File: config.mk
export PLATFORM = sky130hd
export DESIGN_NAME = pll_lock_sequencer_flat
export DESIGN_NICKNAME = d
export VERILOG_FILES = /design/src/rtl/pll_lock_sequencer_pkg.sv /design/src/rtl/pll_lock_sequencer_if.sv /design/src/rtl/sync_bit.sv /design/src/rtl/pll_lock_sequencer.sv /design/src/flat_wrapper.sv
export SDC_FILE = /design/constraint.sdc
export NUM_CORES = 1
export LEC_CHECK = 0
export CAP_MARGIN = 5
export CORE_UTILIZATION = 51
export DETAILED_ROUTE_END_ITERATION = 10
export GPL_ROUTABILITY_DRIVEN = 0
export HOLD_SLACK_MARGIN = 0.12
export PLACE_DENSITY = 0.75
export SYNTH_ARGS = -nofsm -noshare
export SYNTH_HDL_FRONTEND = slang
export SYNTH_SLANG_ARGS = --single-unit
File: constraint.sdc
create_clock -name clock_in -period 2.2 [get_ports clock_in]
set_input_delay 0.33 -clock clock_in [delete_from_list [all_inputs] [get_ports clock_in]]
set_output_delay 0.33 -clock clock_in [all_outputs]
set_load 0.02 [all_outputs]
File: src/rtl/pll_lock_sequencer_pkg.sv
// Shared types and board-top defaults for the PLL lock sequencer.
package pll_lock_sequencer_pkg;

    // Sequencer states: wait for sync'd lock, qualify it, stagger releases, run.
    typedef enum logic [1:0] {
        WAIT_LOCK = 2'd0,
        STABLE    = 2'd1,
        RELEASE   = 2'd2,
        RUN       = 2'd3
    } seq_state_t;

    // Defaults used by board tops that instantiate the sequencer unmodified.
    localparam int DEF_SYNC_STAGES    = 2;
    localparam int DEF_STABLE_CYCLES  = 1024;
    localparam int DEF_NUM_RESETS     = 3;
    localparam int DEF_STAGGER_CYCLES = 16;
    localparam int DEF_CNT_W          = 8;

endpackage

File: src/rtl/pll_lock_sequencer_if.sv
// Lock input, control requests and status/reset outputs of the sequencer.
interface pll_lock_sequencer_if
    import pll_lock_sequencer_pkg::*;
#(
    parameter int NUM_RESETS = DEF_NUM_RESETS,
    parameter int CNT_W      = DEF_CNT_W
);
    logic                  pll_locked_in;
    logic                  soft_rst_in;
    logic                  clr_stats_in;
    logic                  locked;
    logic [NUM_RESETS-1:0] rst_out;
    logic                  ready;
    logic [CNT_W-1:0]      lock_loss_cnt;
    logic                  lock_lost_sticky;

    // Board top / bench side: drives lock and requests, observes status.
    modport master (
        output pll_locked_in, soft_rst_in, clr_stats_in,
        input  locked, rst_out, ready, lock_loss_cnt, lock_lost_sticky
    );

    // Sequencer side.
    modport slave (
        input  pll_locked_in, soft_rst_in, clr_stats_in,
        output locked, rst_out, ready, lock_loss_cnt, lock_lost_sticky
    );
endinterface

File: src/rtl/sync_bit.sv
// N-stage single-bit synchroniser with asynchronous active-low clear.
module sync_bit #(
    parameter int STAGES = 2
) (
    input  logic clk,
    input  logic rst_n,
    input  logic d,
    output logic q
);
    logic [STAGES-1:0] sync_q;
    logic [STAGES-1:0] sync_d;

    // Shift the asynchronous input one stage further down the chain.
    always_comb begin
        sync_d = {sync_q[STAGES-2:0], d};
    end

    // Synchroniser chain flops.
    always_ff @(posedge clk or negedge rst_n) begin
        if (!rst_n) sync_q <= '0;
        else        sync_q <= sync_d;
    end

    assign q = sync_q[STAGES-1];
endmodule

File: src/rtl/pll_lock_sequencer.sv
// Qualifies the PLL lock flag, releases domain resets in staggered order,
// and tracks lock-loss statistics. All outputs come straight from flops.
module pll_lock_sequencer
    import pll_lock_sequencer_pkg::*;
#(
    parameter int SYNC_STAGES    = DEF_SYNC_STAGES,
    parameter int STABLE_CYCLES  = DEF_STABLE_CYCLES,
    parameter int NUM_RESETS     = DEF_NUM_RESETS,
    parameter int STAGGER_CYCLES = DEF_STAGGER_CYCLES,
    parameter int CNT_W          = DEF_CNT_W
) (
    input  logic                clock_in,
    input  logic                rst_in,
    pll_lock_sequencer_if.slave bus
);
    localparam int STB_W = $clog2(STABLE_CYCLES + 1);
    localparam int STG_W = $clog2(STAGGER_CYCLES + 1);
    localparam int IDX_W = $clog2(NUM_RESETS + 1);

    localparam logic [STB_W-1:0] STABLE_TC  = STB_W'(STABLE_CYCLES);
    localparam logic [STG_W-1:0] STAGGER_TC = STG_W'(STAGGER_CYCLES);
    localparam logic [IDX_W-1:0] IDX_LAST   = IDX_W'(NUM_RESETS - 1);
    localparam logic [CNT_W-1:0] CNT_MAX    = '1;

    logic                  lock_s;
    logic                  loss_event;
    seq_state_t            state_q, state_d;
    logic [STB_W-1:0]      stable_cnt_q, stable_cnt_d;
    logic [STG_W-1:0]      stagger_cnt_q, stagger_cnt_d;
    logic [IDX_W-1:0]      idx_q, idx_d;
    logic                  locked_q, locked_d;
    logic [NUM_RESETS-1:0] rst_out_q, rst_out_d;
    logic                  ready_q, ready_d;
    logic [CNT_W-1:0]      loss_cnt_q, loss_cnt_d;
    logic                  sticky_q, sticky_d;

    sync_bit #(.STAGES(SYNC_STAGES)) u_lock_sync (
        .clk   (clock_in),
        .rst_n (rst_in),
        .d     (bus.pll_locked_in),
        .q     (lock_s)
    );

    // Sequencer next state: qualification window, staggered release, loss and soft restart.
    always_comb begin
        state_d       = state_q;
        stable_cnt_d  = stable_cnt_q;
        stagger_cnt_d = stagger_cnt_q;
        idx_d         = idx_q;
        locked_d      = locked_q;
        rst_out_d     = rst_out_q;
        ready_d       = ready_q;
        loss_event    = 1'b0;

        case (state_q)
            WAIT_LOCK: begin
                locked_d      = 1'b0;
                rst_out_d     = '1;
                ready_d       = 1'b0;
                stable_cnt_d  = '0;
                stagger_cnt_d = '0;
                idx_d         = '0;
                if (lock_s) begin
                    // A one-cycle window is already satisfied by this first high sample.
                    if (STABLE_TC == STB_W'(1)) begin
                        locked_d = 1'b1;
                        state_d  = RELEASE;
                    end else begin
                        stable_cnt_d = STB_W'(1);
                        state_d      = STABLE;
                    end
                end
            end
            STABLE: begin
                if (!lock_s) begin
                    // Dropping out before qualification is a glitch, not a loss.
                    stable_cnt_d = '0;
                    state_d      = WAIT_LOCK;
                end else if (stable_cnt_q + STB_W'(1) == STABLE_TC) begin
                    stable_cnt_d  = '0;
                    stagger_cnt_d = '0;
                    idx_d         = '0;
                    locked_d      = 1'b1;
                    state_d       = RELEASE;
                end else begin
                    stable_cnt_d = stable_cnt_q + STB_W'(1);
                end
            end
            RELEASE, RUN: begin
                if (!lock_s) begin
                    loss_event    = 1'b1;
                    locked_d      = 1'b0;
                    rst_out_d     = '1;
                    ready_d       = 1'b0;
                    stable_cnt_d  = '0;
                    stagger_cnt_d = '0;
                    idx_d         = '0;
                    state_d       = WAIT_LOCK;
                end else if (bus.soft_rst_in) begin
                    // Re-run the release sequence while keeping the qualified lock.
                    rst_out_d     = '1;
                    ready_d       = 1'b0;
                    stagger_cnt_d = '0;
                    idx_d         = '0;
                    state_d       = RELEASE;
                end else if (state_q == RELEASE) begin
                    if (stagger_cnt_q + STG_W'(1) == STAGGER_TC) begin
                        // Bit 0 goes first, so shifting left releases the next lowest reset.
                        stagger_cnt_d = '0;
                        rst_out_d     = rst_out_q << 1;
                        idx_d         = idx_q + IDX_W'(1);
                        if (idx_q == IDX_LAST) begin
                            ready_d = 1'b1;
                            state_d = RUN;
                        end
                    end else begin
                        stagger_cnt_d = stagger_cnt_q + STG_W'(1);
                    end
                end
            end
            default: begin
                state_d = WAIT_LOCK;
            end
        endcase
    end

    // Lock-loss statistics: clear applies first, then a coincident loss is counted.
    always_comb begin
        loss_cnt_d = bus.clr_stats_in ? '0 : loss_cnt_q;
        sticky_d   = bus.clr_stats_in ? 1'b0 : sticky_q;
        if (loss_event) begin
            sticky_d = 1'b1;
            if (loss_cnt_d != CNT_MAX) loss_cnt_d = loss_cnt_d + CNT_W'(1);
        end
    end

    // State, counters, outputs and stats registers.
    always_ff @(posedge clock_in or negedge rst_in) begin
        if (!rst_in) begin
            state_q       <= WAIT_LOCK;
            stable_cnt_q  <= '0;
            stagger_cnt_q <= '0;
            idx_q         <= '0;
            locked_q      <= 1'b0;
            rst_out_q     <= '1;
            ready_q       <= 1'b0;
            loss_cnt_q    <= '0;
            sticky_q      <= 1'b0;
        end else begin
            state_q       <= state_d;
            stable_cnt_q  <= stable_cnt_d;
            stagger_cnt_q <= stagger_cnt_d;
            idx_q         <= idx_d;
            locked_q      <= locked_d;
            rst_out_q     <= rst_out_d;
            ready_q       <= ready_d;
            loss_cnt_q    <= loss_cnt_d;
            sticky_q      <= sticky_d;
        end
    end

    assign bus.locked           = locked_q;
    assign bus.rst_out          = rst_out_q;
    assign bus.ready            = ready_q;
    assign bus.lock_loss_cnt    = loss_cnt_q;
    assign bus.lock_lost_sticky = sticky_q;
endmodule

File: src/flat_wrapper.sv
// flat-port wrapper written by rule: the top's interface ports become plain ports
module pll_lock_sequencer_flat import pll_lock_sequencer_pkg::*;
#(
    parameter int SYNC_STAGES    = DEF_SYNC_STAGES,
    parameter int STABLE_CYCLES  = DEF_STABLE_CYCLES,
    parameter int NUM_RESETS     = DEF_NUM_RESETS,
    parameter int STAGGER_CYCLES = DEF_STAGGER_CYCLES,
    parameter int CNT_W          = DEF_CNT_W
)
  (clock_in, rst_in, bus_pll_locked_in, bus_soft_rst_in, bus_clr_stats_in, bus_locked, bus_rst_out, bus_ready, bus_lock_loss_cnt, bus_lock_lost_sticky);
  pll_lock_sequencer_if #(.NUM_RESETS(NUM_RESETS), .CNT_W(CNT_W)) bus_i ();
  input  logic clock_in;
  input  logic rst_in;
  input wire logic [$bits(bus_i.pll_locked_in)-1:0] bus_pll_locked_in;
  input wire logic [$bits(bus_i.soft_rst_in)-1:0] bus_soft_rst_in;
  input wire logic [$bits(bus_i.clr_stats_in)-1:0] bus_clr_stats_in;
  output wire logic [$bits(bus_i.locked)-1:0] bus_locked;
  output wire logic [$bits(bus_i.rst_out)-1:0] bus_rst_out;
  output wire logic [$bits(bus_i.ready)-1:0] bus_ready;
  output wire logic [$bits(bus_i.lock_loss_cnt)-1:0] bus_lock_loss_cnt;
  output wire logic [$bits(bus_i.lock_lost_sticky)-1:0] bus_lock_lost_sticky;
  assign bus_i.pll_locked_in = bus_pll_locked_in;
  assign bus_i.soft_rst_in = bus_soft_rst_in;
  assign bus_i.clr_stats_in = bus_clr_stats_in;
  assign bus_locked = bus_i.locked;
  assign bus_rst_out = bus_i.rst_out;
  assign bus_ready = bus_i.ready;
  assign bus_lock_loss_cnt = bus_i.lock_loss_cnt;
  assign bus_lock_lost_sticky = bus_i.lock_lost_sticky;
  pll_lock_sequencer #(.SYNC_STAGES(SYNC_STAGES), .STABLE_CYCLES(STABLE_CYCLES), .NUM_RESETS(NUM_RESETS), .STAGGER_CYCLES(STAGGER_CYCLES), .CNT_W(CNT_W)) u_core (.clock_in(clock_in), .rst_in(rst_in), .bus(bus_i));
endmodule
## Yosys cells after proc, flatten, opt, wreduce, memory -nomap -nowiden

Index checks and enable logic that the tools add are counted.

- Bits in registers: 36
- Input port bits: 5

- Add/sub/neg operators: 4
- Eq/ne operators: 15
- Muxes and demuxes: 50
- Reduce and logical (&&, ||, !) cells: 10

Operators with widths:

| cell | number |
|---|---|
| 11-bit two-way mux | 3 |
| 11-bit one-hot mux with 3 select lines | 1 |
| 5-bit two-way mux | 6 |
| 2-bit two-way mux | 14 |
| 8-bit two-way mux | 3 |
| 5-bit one-hot mux with 3 select lines | 1 |
| 1-bit two-way mux | 13 |
| 3-bit two-way mux | 4 |
| 4-bit by 3-bit != test with 1-bit output (second input constant) | 3 |
| 2-bit one-hot mux with 3 select lines | 2 |
| 11-bit by 1-bit adder with 11-bit output (second input constant) | 1 |
| 11-bit == test (second input constant) | 1 |
| 3-bit AND reduction | 3 |
| 8-bit by 1-bit adder with 8-bit output (second input constant) | 1 |
| 8-bit != test (second input constant) | 1 |
| 4-bit AND reduction | 2 |
| 2-bit == test (second input constant) | 3 |
| 2-bit != test (second input constant) | 3 |
| 3-bit one-hot mux with 2 select lines | 1 |
| 5-bit by 1-bit adder with 5-bit output (second input constant) | 1 |
| 5-bit == test (second input constant) | 1 |
| 5-bit AND reduction | 1 |
| 2-bit nonzero test | 2 |
| 3-bit by 2-bit != test with 1-bit output (second input constant) | 1 |
| other kinds (7) | 7 |

## Logic depth before layout (Yosys ltp)

Gate-level depths: netlist of run 1.

- Depth in word-level cells: 7
- Mapped depth: 8
- Depth with buffers taken out: 7

## Cells and area by module

A second synthesis of run 1 with hierarchy kept.

- Cell total of the unflattened synthesis: 231
- Area, all modules: 2,108.3 um2

By module, submodules not included:

| module | instances | cells each | area each (um2) |
|---|---|---|---|
| pll_lock_sequencer | 1 | 229 | 2,058.2 |
| sync_bit | 1 | 2 | 50.0 |

## Worst setup path after synthesis of run 1

Ideal clock, no wire load.

- Kind: register to register
- From: reg u_core.stable_cnt_q[1]
- To: reg u_core.stagger_cnt_q[4]
- Data arrival time: 2.049 ns
- Data required time: 2.078 ns
- Setup slack: 0.030 ns
- Stages on the path, launching flop included: 8
- Clock period less this slack: 2.170 ns
- Cells stage by stage: dfrtp_1 -> and3_1 -> buf_6 -> a211o_1 -> a221o_1 -> buf_6 -> or3_4 -> a32o_1

- Word-level cells in the longest chain between the ends: 4

RTL lines:

| item | line | source |
|---|---|---|
| from (decl) | pll_lock_sequencer.sv:28 | `logic [STB_W-1:0] stable_cnt_q, stable_cnt_d;` |
| from (signal assigned) | pll_lock_sequencer.sv:151 | `stable_cnt_q <= stable_cnt_d;` |
| 11-bit by 1-bit adder with 11-bit output | pll_lock_sequencer.sv:79 | `end else if (stable_cnt_q + STB_W'(1) == STABLE_TC) begin` |
| 11-bit == test | pll_lock_sequencer.sv:79 |  |
| 2-bit by 1-bit != test with 1-bit output (no line) | n/a |  |
| 3-bit AND reduction (no line) | n/a |  |
| to (signal assigned) | pll_lock_sequencer.sv:152 | `stagger_cnt_q <= stagger_cnt_d;` |
| to (decl) | pll_lock_sequencer.sv:29 | `logic [STG_W-1:0] stagger_cnt_q, stagger_cnt_d;` |

No other way between the ends.
A chain may end at the register's enable or synchronous reset.

## Final worst setup path of run 1

- From: reg u_core.stable_cnt_q[5]
- To: reg u_core.stagger_cnt_q[4]

The elaborated chain is that of the path after synthesis.

==> impl_metrics.tcl, run 1 <==
set metrics [dict create \
    global_route.usage.met3 0.0669 \
    drt-wirelength-per-cell_um 14.7 \
    num_antenna_cells 0 \
    floorplan.rows 22 \
    worst_setup_hold_path_clk_slew_ns 0.07 \
    design_area_sq_um 2370 \
    dpl_cell_area_sq_um 2280 \
    synth_commonest_cells "sky130_fd_sc_hd__dfrtp_1, sky130_fd_sc_hd__nand2_1, sky130_fd_sc_hd__nor2_1, sky130_fd_sc_hd__o21ai_0, sky130_fd_sc_hd__a21oi_1" \
    drtIter0Drc 95 \
    grt_setup_unrepaired "false" \
    synth_top_area_share 0.411 \
    max_slew_margin 0.476 \
    drt_first_pass_iters 4 \
    antenna_violating_nets_post_route 0 \
    timing.fmax_mhz 477 \
    worstSkewPairLatency_ns 0.28 \
    finalCoreUtilization 0.637 \
    timing_hold_violations_final 0 \
    setup_slack_ns 0.101 \
    worstPathMaxFanout 7 \
    clk_path_buf_depth 2 \
    cts_root_buffer "sky130_fd_sc_hd__clkbuf_8" \
    clk_skew_ns 0.00460 \
    ctsResizeCount 0 \
    drt-total-wl_mm 4.31 \
    report.final.slew_viol_count 0 \
    dp_worst_setup_slack_ns 0.0295 \
    synth_largest_area_cell "sky130_fd_sc_hd__dfrtp_1" \
    routed-via-count 1712 \
    layoutNonFillerInstCount 293 \
    synth_warnings 0 \
    power.static_leakage_nw 1.06 \
    syn-num-nets 226 \
    post-cts-setup-buffers 0 \
    initial_core_util 0.540 \
    timing.max_cap.violations 0 \
    worstPathArrival_ns 2.27 \
    final.period_utilization 0.954 \
    tritoncts "done" \
    cts_max_level 2 \
    cp-start-kind "flop" \
    critical_path_class "reg -> reg" \
    capturing_element_type_of_the_critical_path "flop" \
    peak_ir_drop_on_the_vdd_network_uv 476 \
    die-height_um 64.8 \
    cts-buffers-inserted 5 \
    cpLargestDelayFamily "compound AO/OA/AOI/OAI gates" \
    vias_in_the_first_global_route 1629 \
    ys_top_cells_by_area "sky130_fd_sc_hd__dfrtp_1, sky130_fd_sc_hd__nand2_1, sky130_fd_sc_hd__dfstp_2" \
    timing.critical_path.buf_inv 0 \
    worst-endpoint-required_ns 2.37 \
    holdBufCountCts 0 \
    die_width_um 64.8 \
    synthesis.area_sq_um 2010 \
    floorplan.die_area_sq_um 4190 \
    grt_pass1_wl_mm 7.32 \
    timing.hold.ws_ns 0.122 \
    number_of_distinct_library_cells_after_synthesis 46 \
    power-per-cell-area_nw_per_um2 512 \
    finalNetCount 253 \
    async_reset_ff_frac 1.00 \
    post-layout-total-power_mw 1.21 \
    grt_antenna_before_repair 0 \
    tightestPinTransition_ns 0.786 \
    use_met1 0.303 \
    crit_path_cell_trace "and4_1, a211o_1, a221o_1, or3_4, a32o_1" \
    postSynthAreaPerCell_sq_um 9.25 \
    synth.most_common_cell "sky130_fd_sc_hd__dfrtp_1" \
    area.growth.synth_to_final_pct 17.9 \
    critical_path.slowest_cell "sky130_fd_sc_hd__dfrtp_1" \
    fin_setup_tns_ns 0 \
    syn-instance-count 217 \
    worst_path_largest_cell_delay_ns 0.41 \
    core_region_area_sq_um 3720 \
    ys_seq_elements 36 \
    synth-seq-area-share 0.450 \
    grt_overflow_total 0 \
    holdCritPathClass "in -> async" \
    dp_hpwl_mm 3.01 \
    tritoncts_num_sinks 36 \
    report.final.setup_viol 0 \
    top_level_i_o_count 19 \
    globalRoute.busiestLayer "met2" \
    grtUsageMet2 0.362 \
    synth_enable_flop_cells 0 \
    remaining_drc_errors 0 \
    finalWorstPathRequiredPeriod_ns 2.10 \
    synth_top_flop_cell "sky130_fd_sc_hd__dfrtp_1" \
    placement.io_buffers 18 \
    dpl.cell_count 285 \
    track_usage 0.231 \
    pin_count_of_the_biggest_net_entering_global_routing 37 \
    route.detailed.vias_per_inst 5.84 \
    run_status "finished, final reports clean" \
    post_route_cells_drive_above_1_share 0.110 \
]
[cells by family (layout without fill, tap and decap cells)]
group | count (synthesis) | count (layout) | synth area share
AOI/OAI and AO/OA | 54 | 54 | 0.179
xor gates and xnor gates | 8 | 8 | 0.0349
adders and majority gates | 4 | 4 | 0.0249
buffers and inverters | 19 | 47 | 0.0467
DFF | 36 | 36 | 0.450
muxes | 4 | 4 | 0.0212
and+or+nand+nor | 92 | 92 | 0.242
[flip-flops by register name (all words and copies together), names as in the netlist, 2 cells and up]
| signal | flops |
|---|---|
| u_core.stable_cnt_q | 11 |
| u_core.stagger_cnt_q | 5 |
| u_core.idx_q | 2 |
| u_core.state_q | 2 |
| u_core.bus.rst_out | 3 |
| u_core.u_lock_sync.sync_q | 2 |
| u_core.bus.lock_loss_cnt | 8 |
[report_power, final]
part | switching [mW] | internal [mW]
Clock | 0.221 | 0.255
Sequential | 0.00713 | 0.667
Combinational | 0.0404 | 0.0225
[final timing paths]
kind | endpoint | start | slack [ns] | depth (start not counted)
setup / recovery | u_core.stagger_cnt_q[4] | u_core.stable_cnt_q[5] | 0.10 | 5
hold / removal | u_core.stable_cnt_q[7] | rst_in | 0.12 | 1
setup reg to reg | u_core.stagger_cnt_q[4] | u_core.stable_cnt_q[5] | 0.10 | 5
hold reg to reg | u_core.u_lock_sync.sync_q[1] | u_core.u_lock_sync.sync_q[0] | 0.35 | 0
max in group asynchronous | u_core.stable_cnt_q[4] | rst_in | 1.58 | 1
min in group clock_in | u_core.u_lock_sync.sync_q[1] | u_core.u_lock_sync.sync_q[0] | 0.35 | 0
[layout make-up]
class	instances	area, sq um
Fill cell	329	1350
Inverter	8	30.0
Tap cell	48	60.1
Clock buffer	8	90.1
Multi-Input combinational cell	162	1010
Sequential cell	36	905
Timing Repair Buffer	31	273
[per-layer routing]
layer,vias to the layer above,wire (um)
li1,840,-
met1,836,2140
met2,28,2000
met3,8,104
met4,0,61
met5,-,0
[cells in the final DEF (no fill, tap or decap), types with 3 or more instances in the layout]
cell type,synthesis,final
sky130_fd_sc_hd__ha_1,4,4
sky130_fd_sc_hd__nor3_1,10,10
sky130_fd_sc_hd__nand2_1,22,22
sky130_fd_sc_hd__a21oi_1,11,11
sky130_fd_sc_hd__o21a_1,4,4
sky130_fd_sc_hd__o21ai_0,14,14
sky130_fd_sc_hd__a21o_1,3,3
sky130_fd_sc_hd__clkbuf_8,0,6
sky130_fd_sc_hd__nor2_1,14,14
sky130_fd_sc_hd__buf_4,0,13
sky130_fd_sc_hd__o211ai_1,4,4
sky130_fd_sc_hd__nand3_1,7,7
sky130_fd_sc_hd__clkdlybuf4s50_1,0,17
sky130_fd_sc_hd__or3_1,3,3
sky130_fd_sc_hd__nor2b_1,9,9
sky130_fd_sc_hd__nand4_1,4,4
sky130_fd_sc_hd__and3_1,7,7
sky130_fd_sc_hd__nand2b_1,4,4
sky130_fd_sc_hd__inv_1,8,8
sky130_fd_sc_hd__o22a_1,3,3
sky130_fd_sc_hd__xor2_1,4,4
sky130_fd_sc_hd__dfstp_2,3,3
sky130_fd_sc_hd__dfrtp_1,33,33
sky130_fd_sc_hd__xnor2_1,4,4
(Power assumes the default switching activity.)
==> inputs of run 2 (changes only) <==
--- a/config.mk
+++ b/config.mk
@@ -6,11 +6,12 @@
 export NUM_CORES = 1
 export LEC_CHECK = 0
 export CAP_MARGIN = 5
-export CORE_UTILIZATION = 51
+export CORE_UTILIZATION = 56
 export DETAILED_ROUTE_END_ITERATION = 10
+export DONT_BUFFER_PORTS = 1
 export GPL_ROUTABILITY_DRIVEN = 0
 export HOLD_SLACK_MARGIN = 0.12
-export PLACE_DENSITY = 0.75
+export PLACE_DENSITY = 0.74
 export SYNTH_ARGS = -nofsm -noshare
 export SYNTH_HDL_FRONTEND = slang
 export SYNTH_SLANG_ARGS = --single-unit
==> impl_metrics.tcl, run 2 (synthesized netlist as in run 1, its figures left out) <==
set metrics [dict create \
    regToRegSetupSlack_ns 0.1 \
    die_width_um 61.9 \
    holdCritPathClass "in -> reg" \
    worst_hold_startpoint "bus_clr_stats_in" \
    post-cts-setup-buffers 0 \
    worstSkewPairLatency_ns 0.34 \
    tightestPinTransition_ns 0.464 \
    timing_hold_violations_final 0 \
    grt_overflow_total 0 \
    post_route_cells_drive_above_1_share 0.111 \
    mostFrequentLayoutCells "sky130_fd_sc_hd__dfrtp_1, sky130_fd_sc_hd__nand2_1, sky130_fd_sc_hd__nor2_1, sky130_fd_sc_hd__o21ai_0, sky130_fd_sc_hd__a21oi_1" \
    design_area_sq_um 2180 \
    cts_max_level 2 \
    drt-wirelength-per-cell_um 16.1 \
    finalWorstPathRequiredPeriod_ns 2.10 \
    cp-start-kind "flop" \
    setup_slack_ns 0.0985 \
    timing.hold.ws_ns 0.160 \
    regToRegStartpoint "u_core.stable_cnt_q[4]" \
    dp_hpwl_mm 3.04 \
    grt_pass1_wl_mm 7.15 \
    power.net_switching_uw 266 \
    fin_setup_tns_ns 0 \
    layout.cells.most_common "sky130_fd_sc_hd__dfrtp_1" \
    timing.rr.end "u_core.stagger_cnt_q[4]" \
    worstPathArrival_ns 2.34 \
    run_status "finished, final reports clean" \
    die-height_um 61.9 \
    cts_root_buffer "sky130_fd_sc_hd__clkbuf_4" \
    power.share.combinational 0.054 \
    dpl_cell_area_sq_um 2060 \
    worst_hold_path.endpoint "u_core.bus.lock_loss_cnt[4]" \
    grt_setup_unrepaired "false" \
    min_path_cells 1 \
    route.detailed.vias_per_inst 6.14 \
    worst-endpoint-required_ns 2.44 \
    capturing_element_type_of_the_critical_path "flop" \
    pin_count_of_the_biggest_net_entering_global_routing 37 \
    grt_antenna_before_repair 0 \
    cts-buffers-inserted 5 \
    routed-via-count 1669 \
    clk_skew_ns 0.00681 \
    top_level_i_o_count 19 \
    timing.max_cap.violations 0 \
    switching_share 0.240 \
    initial_core_util 0.592 \
    remaining_drc_errors 0 \
    drt_first_pass_iters 5 \
    drt-total-wl_mm 4.38 \
    tritoncts "done" \
    critical_path_class "reg -> reg" \
    power.internal_uw 844 \
    core_region_area_sq_um 3390 \
    max_slew_margin 0.690 \
    timing.fmax_mhz 476 \
    reg2reg_depth 5 \
    area.growth.synth_to_final_pct 8.60 \
    num_antenna_cells 0 \
    peak_ir_drop_on_the_vdd_network_uv 270 \
    placement.io_buffers 0 \
    clk_path_buf_depth 2 \
    power-per-cell-area_nw_per_um2 509 \
    track_usage 0.257 \
    drtIter0Drc 88 \
    floorplan.die_area_sq_um 3830 \
    report.final.setup_viol 0 \
    fillCellCount 278 \
    largest_register "u_core.stable_cnt_q" \
    report.final.slew_viol_count 0 \
    sequentialPowerShare 0.607 \
    finalNetCount 234 \
    floorplan.rows 21 \
    worstPathMaxFanout 7 \
    power.static_leakage_nw 0.974 \
    finalCoreUtilization 0.643 \
    dp_worst_setup_slack_ns 0.111 \
    clock_power_share 0.339 \
    final.period_utilization 0.955 \
    largest_register_ffs 11 \
    worst_setup_hold_path_clk_slew_ns 0.11 \
    vias_in_the_first_global_route 1628 \
    tritoncts_num_sinks 36 \
    antenna_violating_nets_post_route 0 \
]
==> run 2: cell types whose count changed in the layout (fill, tap and decap cells not counted) <==
cell                              before  now
sky130_fd_sc_hd__clkdlybuf4s50_1      17    0
sky130_fd_sc_hd__buf_4                13    8
sky130_fd_sc_hd__clkbuf_4              0    5
sky130_fd_sc_hd__clkbuf_8              6    1
sky130_fd_sc_hd__dlygate4sd3_1         0    3
sky130_fd_sc_hd__and4_1                2    1
sky130_fd_sc_hd__and4_2                0    1
sky130_fd_sc_hd__buf_12                0    1
sky130_fd_sc_hd__buf_2                 1    0
sky130_fd_sc_hd__clkbuf_1              2    1
sky130_fd_sc_hd__clkinvlp_4            0    1
sky130_fd_sc_hd__o31ai_1               2    1
sky130_fd_sc_hd__o31ai_2               0    1
==> run 2: area by class of cell <==
cell class	count	area [sq um]	share of cell area
multi-input combinational	162	1020	0.466
sequential	36	905	0.415
timing repair buffer	12	110	0.0505
tap	46	57.6	0.0264
clock buffer	7	55.1	0.0252
inverter	8	30.0	0.0138
clock inverter	1	7.51	0.00344
==> run 2: power groups by stage <==
stage | Clock [mW] | Sequential (mW) | Combinational [mW]
2_1_floorplan | 0 | 0.683 | 0.0300
3_3_place_gp | 0 | 0.686 | 0.0348
3_5_place_dp | 0 | 0.687 | 0.0368
4_1_cts | 0.393 | 0.674 | 0.0596
5_1_grt | 0.419 | 0.675 | 0.0661
6_report | 0.376 | 0.674 | 0.0598
==> run 2: layer usage <==
metal | vias to the layer above | track usage | share of wire
li1 | 802 | - | -
met1 | 813 | 0.314 | 0.43
met2 | 46 | 0.424 | 0.51
met3 | 8 | 0.0725 | 0.051
met4 | 0 | 0.117 | 0.018
met5 | - | 0 | 0
==> run 2: critical path, cell delays in order, from the launching register on <==
cell and delay, ns:
sky130_fd_sc_hd__dfrtp_1 0.45, sky130_fd_sc_hd__and4_2 0.28, sky130_fd_sc_hd__a211o_1 0.27, sky130_fd_sc_hd__a221o_1 0.34, sky130_fd_sc_hd__or3_4 0.41, sky130_fd_sc_hd__a32o_1 0.25
==> run 2: worst max-delay path by stage <==
stage                                         end  slack (ns)              startpoint  depth (start not counted)
after global placement    u_core.stagger_cnt_q[3]        0.12  u_core.stable_cnt_q[6]                          6
after detailed placement  u_core.stagger_cnt_q[2]        0.11  u_core.stable_cnt_q[4]                          6
after global routing      u_core.stagger_cnt_q[4]      0.0004  u_core.stable_cnt_q[4]                          5
after floorplan           u_core.stagger_cnt_q[4]        0.03  u_core.stable_cnt_q[1]                          7
final                     u_core.stagger_cnt_q[4]         0.1  u_core.stable_cnt_q[4]                          5
after CTS                 u_core.stagger_cnt_q[2]        0.09  u_core.stable_cnt_q[4]                          6
==> run 2: metrics by stage <==
| step | total power, mW | cells |
|---|---|---|
| final | 1.11 | 272 |
| after global routing | 1.16 | 272 |
| after CTS | 1.13 | 272 |
| after detailed placement | 0.723 | 260 |
| after global placement | 0.721 | 260 |
| after floorplan | 0.713 | 217 |
==> run 2: repair_timing <==
| item | 4_1_cts | 5_1_grt |
|---|---|---|
| resized for setup | 0 | 2 |
| endpoints found under the hold margin | 41 | 0 |
| hold buffers | 4 | 0 |
| setup endpoints to repair | 0 | 4 |
